File: config.mk
export PLATFORM = sky130hd
export DESIGN_NAME = uart_tx_arbiter
export DESIGN_NICKNAME = d
export VERILOG_FILES = /design/src/rtl/uart_tx_arbiter.sv
export SDC_FILE = /design/constraint.sdc
export NUM_CORES = 1
export LEC_CHECK = 0
export CAP_MARGIN = 30
export CORE_AREA = 5 5 69 71
export CTS_BUF_LIST = sky130_fd_sc_hd__clkbuf_4 sky130_fd_sc_hd__clkbuf_8 sky130_fd_sc_hd__clkbuf_16
export CTS_CLUSTER_DIAMETER = 50
export DETAILED_ROUTE_END_ITERATION = 6
export DIE_AREA = 0 0 74 76
export HOLD_SLACK_MARGIN = 0.05
export MAX_ROUTING_LAYER = met4
export PLACE_DENSITY = 0.82
export SYNTH_ARGS = -nofsm -noshare
export SYNTH_HDL_FRONTEND = slang
export SYNTH_SLANG_ARGS = --single-unit
File: constraint.sdc
create_clock -name clk -period 2.1 [get_ports clk]
set_input_delay 0.42 -clock clk [delete_from_list [all_inputs] [get_ports clk]]
set_output_delay 0.42 -clock clk [all_outputs]
set_load 0.005 [all_outputs]
File: src/rtl/uart_tx_arbiter.sv
`default_nettype none
// ============================================================================
// Module   : uart_tx_arbiter
// Purpose  : Round-robin arbiter sharing one UART transmitter among NUM_REQ
//            byte producers. One byte is accepted per grant and launched with
//            a single-cycle tx_start pulse. No further grant is made until the
//            transmitter reports tx_done, or until a watchdog aborts the frame.
// Revision : 1.0 - initial release
// ----------------------------------------------------------------------------
// Parameters:
//   NUM_REQ        - number of requesters (2..8)
//   TIMEOUT_CYCLES - cycles from the LAUNCH edge to a watchdog abort
// Ports:
//   clk         in   clock, all logic on the rising edge
//   rst_n       in   asynchronous active-low reset
//   req         in   [NUM_REQ]    requester i has a byte pending
//   req_data    in   [8*NUM_REQ]  byte of requester i on [8i+7:8i]
//   req_last    in   [NUM_REQ]    byte of requester i ends its packet
//   ack         out  [NUM_REQ]    one-cycle pulse, byte of requester i taken
//   tx_start    out  one-cycle pulse, transmitter loads tx_data
//   tx_data     out  [8] byte to transmit, held until the frame ends
//   tx_busy     in   transmitter occupied, blocks new grants
//   tx_done     in   one-cycle pulse at the end of the stop bit
//   grant_id    out  [clog2(NUM_REQ)] index of the current/last winner
//   active      out  high in every state except IDLE
//   err_timeout out  one-cycle pulse on watchdog abort
// Build option:
//   UART_ARB_LOCK_EN - when defined, a requester keeps the arbiter until the
//                      byte flagged with req_last has been launched.
// ============================================================================
module uart_tx_arbiter #(
  parameter int NUM_REQ        = 4,
  parameter int TIMEOUT_CYCLES = 1024
) (
  input  logic                       clk,
  input  logic                       rst_n,
  input  logic [NUM_REQ-1:0]         req,
  input  logic [8*NUM_REQ-1:0]       req_data,
  input  logic [NUM_REQ-1:0]         req_last,
  output logic [NUM_REQ-1:0]         ack,
  output logic                       tx_start,
  output logic [7:0]                 tx_data,
  input  logic                       tx_busy,
  input  logic                       tx_done,
  output logic [$clog2(NUM_REQ)-1:0] grant_id,
  output logic                       active,
  output logic                       err_timeout
);

  localparam int IDW = $clog2(NUM_REQ);
  localparam int WDW = $clog2(TIMEOUT_CYCLES) + 1;

  localparam logic [WDW-1:0] c_WDOG_LAST = WDW'(TIMEOUT_CYCLES - 1);
  localparam logic [IDW-1:0] c_LAST_INIT = IDW'(NUM_REQ - 1);

  typedef enum logic [1:0] {
    ST_IDLE      = 2'd0,
    ST_LAUNCH    = 2'd1,
    ST_WAIT_DONE = 2'd2
  } state_t;

  state_t           r_state;
  logic [IDW-1:0]   r_last_grant;
  logic [WDW-1:0]   r_wdog;

  logic [NUM_REQ-1:0] w_req_elig;
  logic               w_found;
  logic [IDW-1:0]     w_winner;
  logic [7:0]         w_win_data;
  int                 w_pos;

`ifdef UART_ARB_LOCK_EN
  logic           r_locked;
  logic [IDW-1:0] r_lock_id;

  // While a packet is open only its owner may be granted, even if it has
  // momentarily dropped req; everyone else simply waits.
  always_comb begin
    w_req_elig = req;
    if (r_locked) begin
      w_req_elig = req & (NUM_REQ'(1) << r_lock_id);
    end
  end
`else
  logic w_unused_req_last;

  assign w_req_elig        = req;
  assign w_unused_req_last = ^req_last;
`endif

  // Rotating priority search starting just above the last winner. The loop
  // runs from the farthest offset down to the nearest so that the nearest
  // pending requester is the final (winning) assignment.
  always_comb begin
    w_found  = 1'b0;
    w_winner = '0;
    w_pos    = 0;
    for (int k = NUM_REQ - 1; k >= 0; k--) begin
      w_pos = (int'(r_last_grant) + 1 + k) % NUM_REQ;
      if (w_req_elig[IDW'(w_pos)]) begin
        w_found  = 1'b1;
        w_winner = IDW'(w_pos);
      end
    end
  end

  // Byte lane of the selected requester.
  always_comb begin
    w_win_data = 8'h00;
    for (int i = 0; i < NUM_REQ; i++) begin
      if (IDW'(i) == w_winner) begin
        w_win_data = req_data[i*8 +: 8];
      end
    end
  end

  always_ff @(posedge clk or negedge rst_n) begin
    if (!rst_n) begin
      r_state      <= ST_IDLE;
      r_last_grant <= c_LAST_INIT;
      r_wdog       <= '0;
      ack          <= '0;
      tx_start     <= 1'b0;
      tx_data      <= 8'h00;
      grant_id     <= '0;
      active       <= 1'b0;
      err_timeout  <= 1'b0;
`ifdef UART_ARB_LOCK_EN
      r_locked     <= 1'b0;
      r_lock_id    <= '0;
`endif
    end else begin
      // Pulse outputs default low every cycle.
      ack         <= '0;
      tx_start    <= 1'b0;
      err_timeout <= 1'b0;

      case (r_state)
        ST_IDLE: begin
          if (w_found && !tx_busy) begin
            tx_data  <= w_win_data;
            grant_id <= w_winner;
            ack      <= NUM_REQ'(1) << w_winner;
            active   <= 1'b1;
            r_state  <= ST_LAUNCH;
`ifdef UART_ARB_LOCK_EN
            r_locked  <= ~req_last[w_winner];
            r_lock_id <= w_winner;
`endif
          end
        end

        ST_LAUNCH: begin
          tx_start <= 1'b1;
          r_wdog   <= '0;
          r_state  <= ST_WAIT_DONE;
        end

        ST_WAIT_DONE: begin
          // Completion is checked first so that a tx_done landing on the
          // final watchdog cycle is treated as a normal finish.
          if (tx_done) begin
            r_last_grant <= grant_id;
            active       <= 1'b0;
            r_state      <= ST_IDLE;
          end else if (r_wdog == c_WDOG_LAST) begin
            err_timeout  <= 1'b1;
            r_last_grant <= grant_id;
            active       <= 1'b0;
            r_state      <= ST_IDLE;
`ifdef UART_ARB_LOCK_EN
            r_locked     <= 1'b0;
`endif
          end else begin
            r_wdog <= r_wdog + 1'b1;
          end
        end

        default: begin
          active  <= 1'b0;
          r_state <= ST_IDLE;
        end
      endcase
    end
  end

endmodule
`default_nettype wire
Yosys cells after proc, flatten, opt, wreduce, memory -nomap -nowiden
Cells that the tools add are included.
- output and inout port bits: 17
- ROM bits: 0
- logic and storage cells: 84
- RAM bits: 0
- memories kept: 0
- bits in registers: 32
- bits of input ports: 44
- latch bits: 0
- reductions and logical operators: 11
- multiplexer cells: 43
- multipliers: 0
- bitwise operators: 1
- add/subtract/negate cells: 5
- order comparisons: 4
- divide/modulo/power cells: 0
- shift operators: 1
- equality and inequality tests: 10
- operator list (operator ; count):
    8-bit two-way mux ; 4
    11-bit two-way mux ; 2
    11-bit case mux with 2 select lines ; 1
    1-bit two-way mux ; 19
    2-bit two-way mux ; 9
    2-bit by 4-bit less-than comparator with 1-bit output, second input constant ; 4
    11-bit by 1-bit adder with 11-bit output, second input constant ; 1
    11-bit by 10-bit equality test with 1-bit output, second input constant ; 1
    1-bit binary-select mux with 2-bit select ; 4
    4-bit two-way mux ; 2
    2-bit != test, second input constant ; 3
    2-bit case mux with 3 select lines ; 1
    2-bit AND reduction ; 3
    3-bit AND reduction ; 2
    2-bit by 1-bit adder with 2-bit output, second input constant ; 2
    2-bit adder, second input constant ; 2
    2-bit equality test, first input constant ; 2
    2-bit logical NOT ; 2
    2-bit nonzero test ; 2
    1-bit by 2-bit << shifter with 4-bit output, first input constant ; 1
    3-bit != test, second input constant ; 1
    1-bit case mux with 3 select lines ; 1
    1-bit by 2-bit equality test with 1-bit output, first input constant ; 1
    2-bit by 1-bit equality test with 1-bit output, second input constant ; 1
    other kinds (4) ; 4

Depth between registers and ports, before layout
Gate-level depths: netlist (run 1).
- depth in word-level cells: 14
- depth in mapped cells: 7
- mapped depth without buffers: 6

Worst setup path after synthesis (run 1)
Ideal clock, no wire load.
- path kind: register -> register
- start point: reg r_last_grant[1]
- end point: reg tx_data[0]
- clock period less this slack: 1848 ps
- path slack: 252 ps
- data required time: 1996 ps
- stages on the path, launching flop included: 8
- setup time: 104 ps
- path buffers: 2
- data arrival time: 1744 ps
- cells stage by stage: dfstp_2 -> buf_2 -> mux2i_1 -> a2bb2oi_2 -> and2_1 -> buf_4 -> mux2_2 -> o311ai_1
- word-level cells in the longest chain between the ends: 14
- elaborated cells between the ends (all ways): 34
- those cells by class: add/sub: 4; eq/ne: 3; mux: 24; reduce/logical: 3
- ends and longest elaborated chain (element ; line ; text):
    start, declared ; 63 ; logic [IDW-1:0] r_last_grant;
    start signal, assigned ; 120 ; r_last_grant <= c_LAST_INIT;
    start signal, assigned ; 163 ; r_last_grant <= grant_id;
    start signal, assigned ; 168 ; r_last_grant <= grant_id;
    2-bit by 1-bit adder with 2-bit output * ; 99 ; w_pos = (int'(r_last_grant) + 1 + k) % NUM_REQ;
    2-bit by 1-bit adder with 2-bit output ; 99 ;
    1-bit binary-select mux with 2-bit select ; 100 ; if (w_req_elig[IDW'(w_pos)]) begin
    1-bit two-way mux (not written as such) (2 in a row) ; 100 ;
    2-bit two-way mux (4 in a row) ; 100 ;
    2-bit logical NOT ; 111 ; if (IDW'(i) == w_winner) begin
    8-bit two-way mux (4 in a row) ; 111 ;
    end signal, assigned ; 141 ; tx_data <= w_win_data;
    end, declared ; 42 ; output logic [7:0] tx_data,
Mark *: on every way between the ends. The rest lies on a longest branch, timed or not. The select of a mux whose other input is x is not followed.
A chain may end at the register's enable or synchronous reset.

Final worst setup path (run 1)
- start point: in req[0]
- end point: reg tx_data[3]
- word-level cells in the longest chain between the ends: 12
- elaborated cells between the ends (all ways): 30
- those cells by class: eq/ne: 3; mux: 24; reduce/logical: 3
- ends and longest elaborated chain (element ; line ; text):
    start, declared ; 37 ; input logic [NUM_REQ-1:0] req,
    1-bit binary-select mux with 2-bit select ; 100 ;
    1-bit two-way mux (not written as such) (2 in a row) ; 100 ;
    2-bit two-way mux (4 in a row) ; 100 ;
    2-bit logical NOT ; 111 ;
    8-bit two-way mux (4 in a row) ; 111 ;
Parallel ways exist; a longest one is shown, timed or not. The select of a mux whose other input is x is not followed.

==> impl_results.md, run 1 <==
- Final ANT Viol Nets: 0
- Worst clock skew: roughly 0.0017 ns
- Core region area: between 4000 and 5000 um^2
- Worst-Skew Late Latency: between 0.2 and 0.3 ns
- Final std cell area, no fill: between 2000 and 3000 um^2
- WL per Instance: between 10 and 15 um
- Required @ worst endpoint: around 2.3 ns
- Hpwl dp: between 3 and 4 mm
- RSZ-0062 raised after global routing: false
- Peak Freq: 0.516 GHz
- # fillers: 368
- Syn_nets: between 200 and 250
- Hold buffers post-CTS: 0
- Net Switching: between 800 and 900 uW
- Cells after synthesis: between 150 and 200
- Area grow syn2layout: 49.3%
- WHS Path Cells: 1
- Setup-failing EPs final: 0
- Number of synthesized flops with an enable pin: 0
- P_int: roughly 1.8 mW
- Drt total wl: 4.15 mm
- Synth Area in Adders: 0.738%
- Initial Utilization: about two fifths
- Worst Hold Endpoint: active
- CTS tree: built
- Hold Vio Cnt, Final: 0
- Largest net degree at the start of global routing: 33
- Max H-tree Level: 2
- Crit Path Class: input port to flop
- Area share of and/or/nand/nor cells after synthesis: approximately a fifth
- Outcome: completed
- Final Cycle Share: between 90 and 100%
- Clock sink count: 32
- Die X: ~74 um
- Largest family of logic cells by synthesized area: simple AND/OR/NAND/NOR gates
- PortBufs: between 50 and 60
- Post-CTS resize count: 0
- Max cap viols: 0
- Crit Path Max Fanout: 8
- Avg Vias per Cell: 5.40
- Row count: 24
- First-pass GRT wire length: slightly below 7 mm
- Worst Setup End Kind: flop
- Drt drc: 0
- Sw frac: 32.2%
- Antenna violations before repair: 0
- Seq pwr share: approximately 36%
- Cell area power density: 1030 nW/um^2
- Gpl congestion: 0.786
- Multiplexer share of the synthesized area: slightly below 8%
- Max_slew headroom: 73.7%
- GRT Residual Overflow: 0
- Reg-to-Reg End: r_last_grant[1]
- Max Root-Sink Buffers: 2
- CTS Buf Count: 5
- Crit path DAT: 2.15 ns
- R2r startpoint: r_wdog[0]
- Ys flop type: dfrtp_1
- Logic gate share of total power: between 40 and 50%
- Die area: approximately 5600 um^2
- Mapped Area: 1700 um^2
- Die H: approximately 76 um
- R2r worst-path depth: 5
- Post-synthesis xor/xnor area fraction: 0.517%
- Share of cells above drive strength 1: between 10% and 20%
- LEAKAGE: around 1.1 nW
- Vias in the first global route: around 1500
- Post-synthesis sequential area ratio: a little under half
- Detailed Routing Iterations Pass 1: 5
- Maximum vdd ir drop: 0.549 mV
- Synth Area per Inst: between 10 and 15 um^2
- I/O pin count: between 60 and 70
- Reg2Reg Setup Slack: 0.19 ns
- DR vias: between 1500 and 2000
- Detailed Route Iter0 Violations: roughly 120
- Yosys cell types: 47
- Buffer count from post-CTS setup fixing: 0
- N_diodes: 0
- Hold path startpoint: r_state[1]
- Util after Layout: between 60% and 70%
- Clock slew at reported path FFs: about 0.060 ns
- CP Launch Type: input port
- Max Slew Vio Count: 0
- Total GRT Usage: approximately 16%
- Slew @ Worst Pin: slightly below 0.4 ns
- CTS Root Buffer Type: clkbuf_8
- DP Area: about 2400 um^2
- Compound-Gate Fraction of Synth Area: 18.3%
- Layout Nets: roughly 290
- Tmin final: approximately 1.9 ns
- Syn. warnings: 0
- Min-delay worst type: flop to flop
- Yosys reg bits: 32
- Clock power frac: 19.3%
- Async SR Flop Fraction: 100%
## through the flow
step           total power [mW]  instances  setup TNS [ns]  hold WS [ns]  setup WS, ns
2_1_floorplan              1.53        163               0         0.124         0.252
3_3_place_gp               2.08        285          -0.563         0.465       -0.0965
3_5_place_dp               2.11        285          -0.835         0.468        -0.155
4_1_cts                    2.63        293               0         0.485         0.141
5_1_grt                    2.80        293               0         0.522        0.0503
6_report                   2.60        293               0         0.480         0.161
## worst max-delay path by stage
stage                                from    endpoint  slack (ns)  depth (start not counted)
final                              req[0]  tx_data[3]        0.16                          6
after global routing            r_wdog[0]   r_wdog[8]        0.05                          6
after CTS                          req[0]  tx_data[3]        0.14                          6
after detailed placement           req[0]  tx_data[3]       -0.15                          6
after global placement             req[0]  tx_data[3]        -0.1                          5
after floorplan           r_last_grant[1]  tx_data[0]        0.25                          7
## Yosys cell counts, types with 4 or more instances
library cell	n	area, um^2
nand2_1	20	75.1
dfrtp_1	30	751
inv_1	4	15.0
nor2_1	8	30.0
nand3_1	9	45.0
o31ai_1	4	30.0
nand4_1	6	37.5
a21oi_1	4	20.0
o21ai_0	7	35.0
o221ai_1	4	35.0
mux2i_1	10	100
## critical path, stage by stage
cell             delay, ns
clkdlybuf4s50_1       0.52
nor4_1                0.07
or4_1                 0.51
buf_4                 0.22
a311oi_1              0.25
a221o_1               0.16
## final cells by class
| cell class | instances | area (um^2) | share of cell area, % |
|---|---|---|---|
| clock buffer | 8 | 97.6 | 3.86 |
| tap | 52 | 65.1 | 2.57 |
| multi-input combinational | 120 | 818 | 32.3 |
| timing repair buffer | 76 | 723 | 28.6 |
| sequential | 32 | 803 | 31.7 |
| inverter | 5 | 23.8 | 0.939 |
## state kept, by name (all words and copies together) (netlist names)
| register | cells |
|---|---|
| tx_data | 8 |
| tx_start | 1 |
| err_timeout | 1 |
| active | 1 |
| r_wdog | 11 |
| ack | 4 |
| r_last_grant | 2 |
| r_state | 2 |
| grant_id | 2 |
## logic make-up (layout without fill, tap and decap cells)
family,Yosys count,after routing
AOI/OAI and AO/OA,41,41
xor gates and xnor gates,1,1
adders and majority gates,1,1
buffers and inverters,11,89
DFF,32,32
muxes,13,13
and+or+nand+nor,64,64
## power by group through the flow
stage                     clock [mW]  combinational (mW)  sequential (mW)
final                          0.503                1.17            0.929
after global routing           0.550                1.29            0.952
after CTS                      0.514                1.18            0.930
after detailed placement           0                1.17            0.939
after global placement             0                1.15            0.932
after floorplan                    0               0.613            0.915
## metal layers
| metal | vias to the layer above | share of wire (%) | global-route usage [%] |
|---|---|---|---|
| met2 | 42 | 49 | 25.6 |
| met4 | 0 | 1.9 | 6.16 |
| met5 | - | 0 | - |
| li1 | 777 | - | - |
| met3 | 8 | 5.6 | 3.96 |
| met1 | 754 | 43 | 18.6 |
## cells in the final DEF, fill, tap and decap left out, types with 2 or more instances in the layout
master,netlist,layout
and4_1,2,2
a21oi_1,4,4
clkbuf_4,0,2
nand3_1,9,9
nand4_1,6,6
dfstp_2,2,2
dfrtp_1,30,30
o21a_1,2,2
o21ai_0,7,7
buf_4,1,19
clkdlybuf4s50_1,0,56
and2_1,2,2
mux2i_1,10,10
mux2_2,3,3
inv_1,4,4
nand2_1,20,20
o31ai_1,4,4
nand2b_1,3,3
a32oi_1,3,3
a221o_1,3,3
a311oi_1,3,3
o211ai_1,3,3
o221ai_1,4,4
nor2b_1,2,2
and3_1,3,3
nor2_1,8,8
clkbuf_8,0,6
Note: power is estimated with default switching activity, not from simulation.
==> run 2, diff against run 1 <==
CORE_AREA = 2 2 66 68   (was 5 5 69 71)
DIE_AREA = 0 0 68 70   (was 0 0 74 76)
==> run 2 against run 1 <==
Via count rose by 1.8%. Power up 6.0%. Highest routed layer unchanged. Combinational power about the same. Critical endpoint unchanged. Worst hold slack improved by 0.0098 ns. Sequential power about the same. Final area increased by 1.4%.
==> impl_results.md, run 2 (same netlist as run 1, synthesis figures left out) <==
- Outcome: completed
- Setup-failing EPs final: 0 (unchanged)
- Core region area: 4140 um^2 (-0.72%)
- Most common cell after layout, fill and taps aside: clkdlybuf4s50_1
- Die H: 70 um (-7.9%)
- LEAKAGE: 1.13 nW (+1.5%)
- Reg-to-Reg End: r_last_grant[0]
- Worst clock skew: 0.00498 ns (+0.00332 ns)
- Max Slew Vio Count: 0 (unchanged)
- Max cap viols: 0 (unchanged)
- Required @ worst endpoint: 2.33 ns (+0.02 ns)
- # fillers: 372 (+1.1%)
- Hold slack: 0.490 ns (+0.00980 ns)
- Final std cell area, no fill: 2570 um^2 (+1.4%)
- Area grow syn2layout: 51.4%
- Final Cycle Share: 91.1% (-1.2 points)
- WHS Path Cells: 1 (unchanged)
- Detailed Route Iter0 Violations: 120 (+1.7%)
- Max H-tree Level: 2 (unchanged)
- Largest net degree at the start of global routing: 33 (unchanged)
- Gpl congestion: 0.822 (+4.6%)
- Largest register FFs: 11 (unchanged)
- Initial Utilization: 40.9% (+0.29 points)
- Hold Vio Cnt, Final: 0 (unchanged)
- Drt drc: 0 (unchanged)
- Crit Path Class: input port to flop
- CP Launch Type: input port
- Largest registers: r_wdog (11), tx_data (8), ack (4)
- Met3 usage: 7.89% (+3.9 points)
- Hpwl dp: 3.26 mm (-0.52%)
- Drt total wl: 4.23 mm (+2.0%)
- First-pass GRT wire length: 7.40 mm (+7.6%)
- Tmin final: 1.91 ns (-0.0249 ns)
- Max Root-Sink Buffers: 2 (unchanged)
- Hold path startpoint: r_wdog[8]
- Detailed Routing Iterations Pass 1: 4 (-1)
- Final ANT Viol Nets: 0 (unchanged)
- Share of cells above drive strength 1: 16.5% (+0.35 points)
- Min-delay worst type: flop to flop
- R2r startpoint: r_wdog[0]
- CTS Root Buffer Type: clkbuf_8
- Worst Hold Endpoint: r_wdog[8]
- CTS Buf Count: 5 (unchanged)
- Top Usage Layer GRT: met2
- CTS tree: built
- Antenna violations before repair: 0 (unchanged)
- Crit Path Max Fanout: 4 (-4)
- Setup ws final: 0.186 ns (+0.0249 ns)
- Vias in the first global route: 1699 (+10%)
- GRT Residual Overflow: 0 (unchanged)
- Die X: 68 um (-8.1%)
- Row count: 24 (unchanged)
- Slew @ Worst Pin: 0.414 ns (+0.0202 ns)
- Avg Vias per Cell: 5.47 (+1.4%)
- RSZ-0062 raised after global routing: false
- Crit path DAT: 2.14 ns (about the same)
- R2r worst-path depth: 5 (unchanged)
- Clock sink count: 32 (unchanged)
- Die area: 4760 um^2 (-15%)
- N_diodes: 0 (unchanged)
- Place WS: -0.110 ns (+0.0444 ns)
- Met1 global-route usage: 24.2% (+5.7 points)
- I/O pin count: 61 (unchanged)
- Worst Setup End Kind: flop
- Hold buffers post-CTS: 0 (unchanged)
- Buffer count from post-CTS setup fixing: 0 (unchanged)
- Post-CTS resize count: 0 (unchanged)
- Reg with most FFs: r_wdog
- PortBufs: 56 (unchanged)
- Total power: 2.75 mW (+6.0%)
- Reg2Reg Setup Slack: 0.22 ns (+0.03 ns)
- Most frequent cells in the layout: clkdlybuf4s50_1 (56), dfrtp_1 (30), nand2_1 (20), buf_4 (20), mux2i_1 (10)
- Max_slew headroom: 72.4% (-1.3 points)
- Clock slew at reported path FFs: 0.07 ns (about the same)
- WL per Instance: 14.4 um (+1.7%)
- Layout Nets: 286 (+0.35%)
- Met2 track demand over resource: 33.8% (+8.1 points)
- Cell area power density: 1070 nW/um^2 (+4.5%)
- Total GRT Usage: 21.2% (+5.4 points)
- DP Area: 2440 um^2 (+0.31%)
- Maximum vdd ir drop: 0.564 mV (+2.6%)
- Peak Freq: 0.522 GHz (+1.3%)
- Worst-Skew Late Latency: 0.29 ns (+0.02 ns)
- DR vias: 1609 (+1.8%)
run 2: report_power, final:
part,switching (mW),leakage (nW),internal [mW]
sequential,0.127,0.416,0.804
combinational,0.513,0.652,0.666
clock,0.227,0.0645,0.418
total,0.866,1.13,1.89
run 2: cell type report:
type	count	area [um^2]	area share, %
multi-input cells	120	818	31.9
flip-flops and latches	32	803	31.3
repair buffers	77	731	28.5
clock buffers	7	96.3	3.75
well taps	52	65.1	2.53
clock inverters	1	30.0	1.17
inverters	5	23.8	0.926
run 2: stage by stage:
stage | cells | util (%) | setup TNS (ns)
after floorplan | 163 | - | 0
after global placement | 286 | 58.9 | -0.591
after detailed placement | 286 | 58.9 | -0.893
after CTS | 294 | 62.0 | 0
after global routing | 294 | 62.0 | 0
final | 294 | 62.0 | 0
run 2: critical path, cell delays in order:
cell and delay [ns]:
clkdlybuf4s50_1 0.50, nor4_1 0.07, or4_1 0.52, buf_4 0.21, a311oi_1 0.25, a221o_1 0.16
run 2: worst max path at each step:
stage | from | to | slack (ns) | depth (start not counted)
floorplan | r_last_grant[1] | tx_data[0] | 0.25 | 7
global placement | req[3] | tx_data[6] | -0.08 | 5
detailed placement | req[3] | tx_data[7] | -0.11 | 5
CTS | req[3] | tx_data[6] | 0.19 | 6
global route | req[1] | tx_data[7] | 0.03 | 8
finish | req[3] | tx_data[3] | 0.19 | 6
run 2: layer usage:
layer  vias to the layer above  share of wire [%]
met2                        65                 52
met3                         8                6.9
met4                         0                1.5
li1                        772                  -
met5                         -                  0
met1                       764                 39
==> run 3, diff against run 2 <==
--- a/constraint.sdc
+++ b/constraint.sdc
@@ -3,2 +3,2 @@
 set_output_delay 0.42 -clock clk [all_outputs]
-set_load 0.005 [all_outputs]
+set_load 0.02 [all_outputs]
==> results of run 3 <==
The final DEF is identical to that of run 2. Status: completed.
Among the figures that moved: total power 2.75 mW -> 2.90 mW; worst IR drop on VDD 0.564 mV -> 0.605 mV
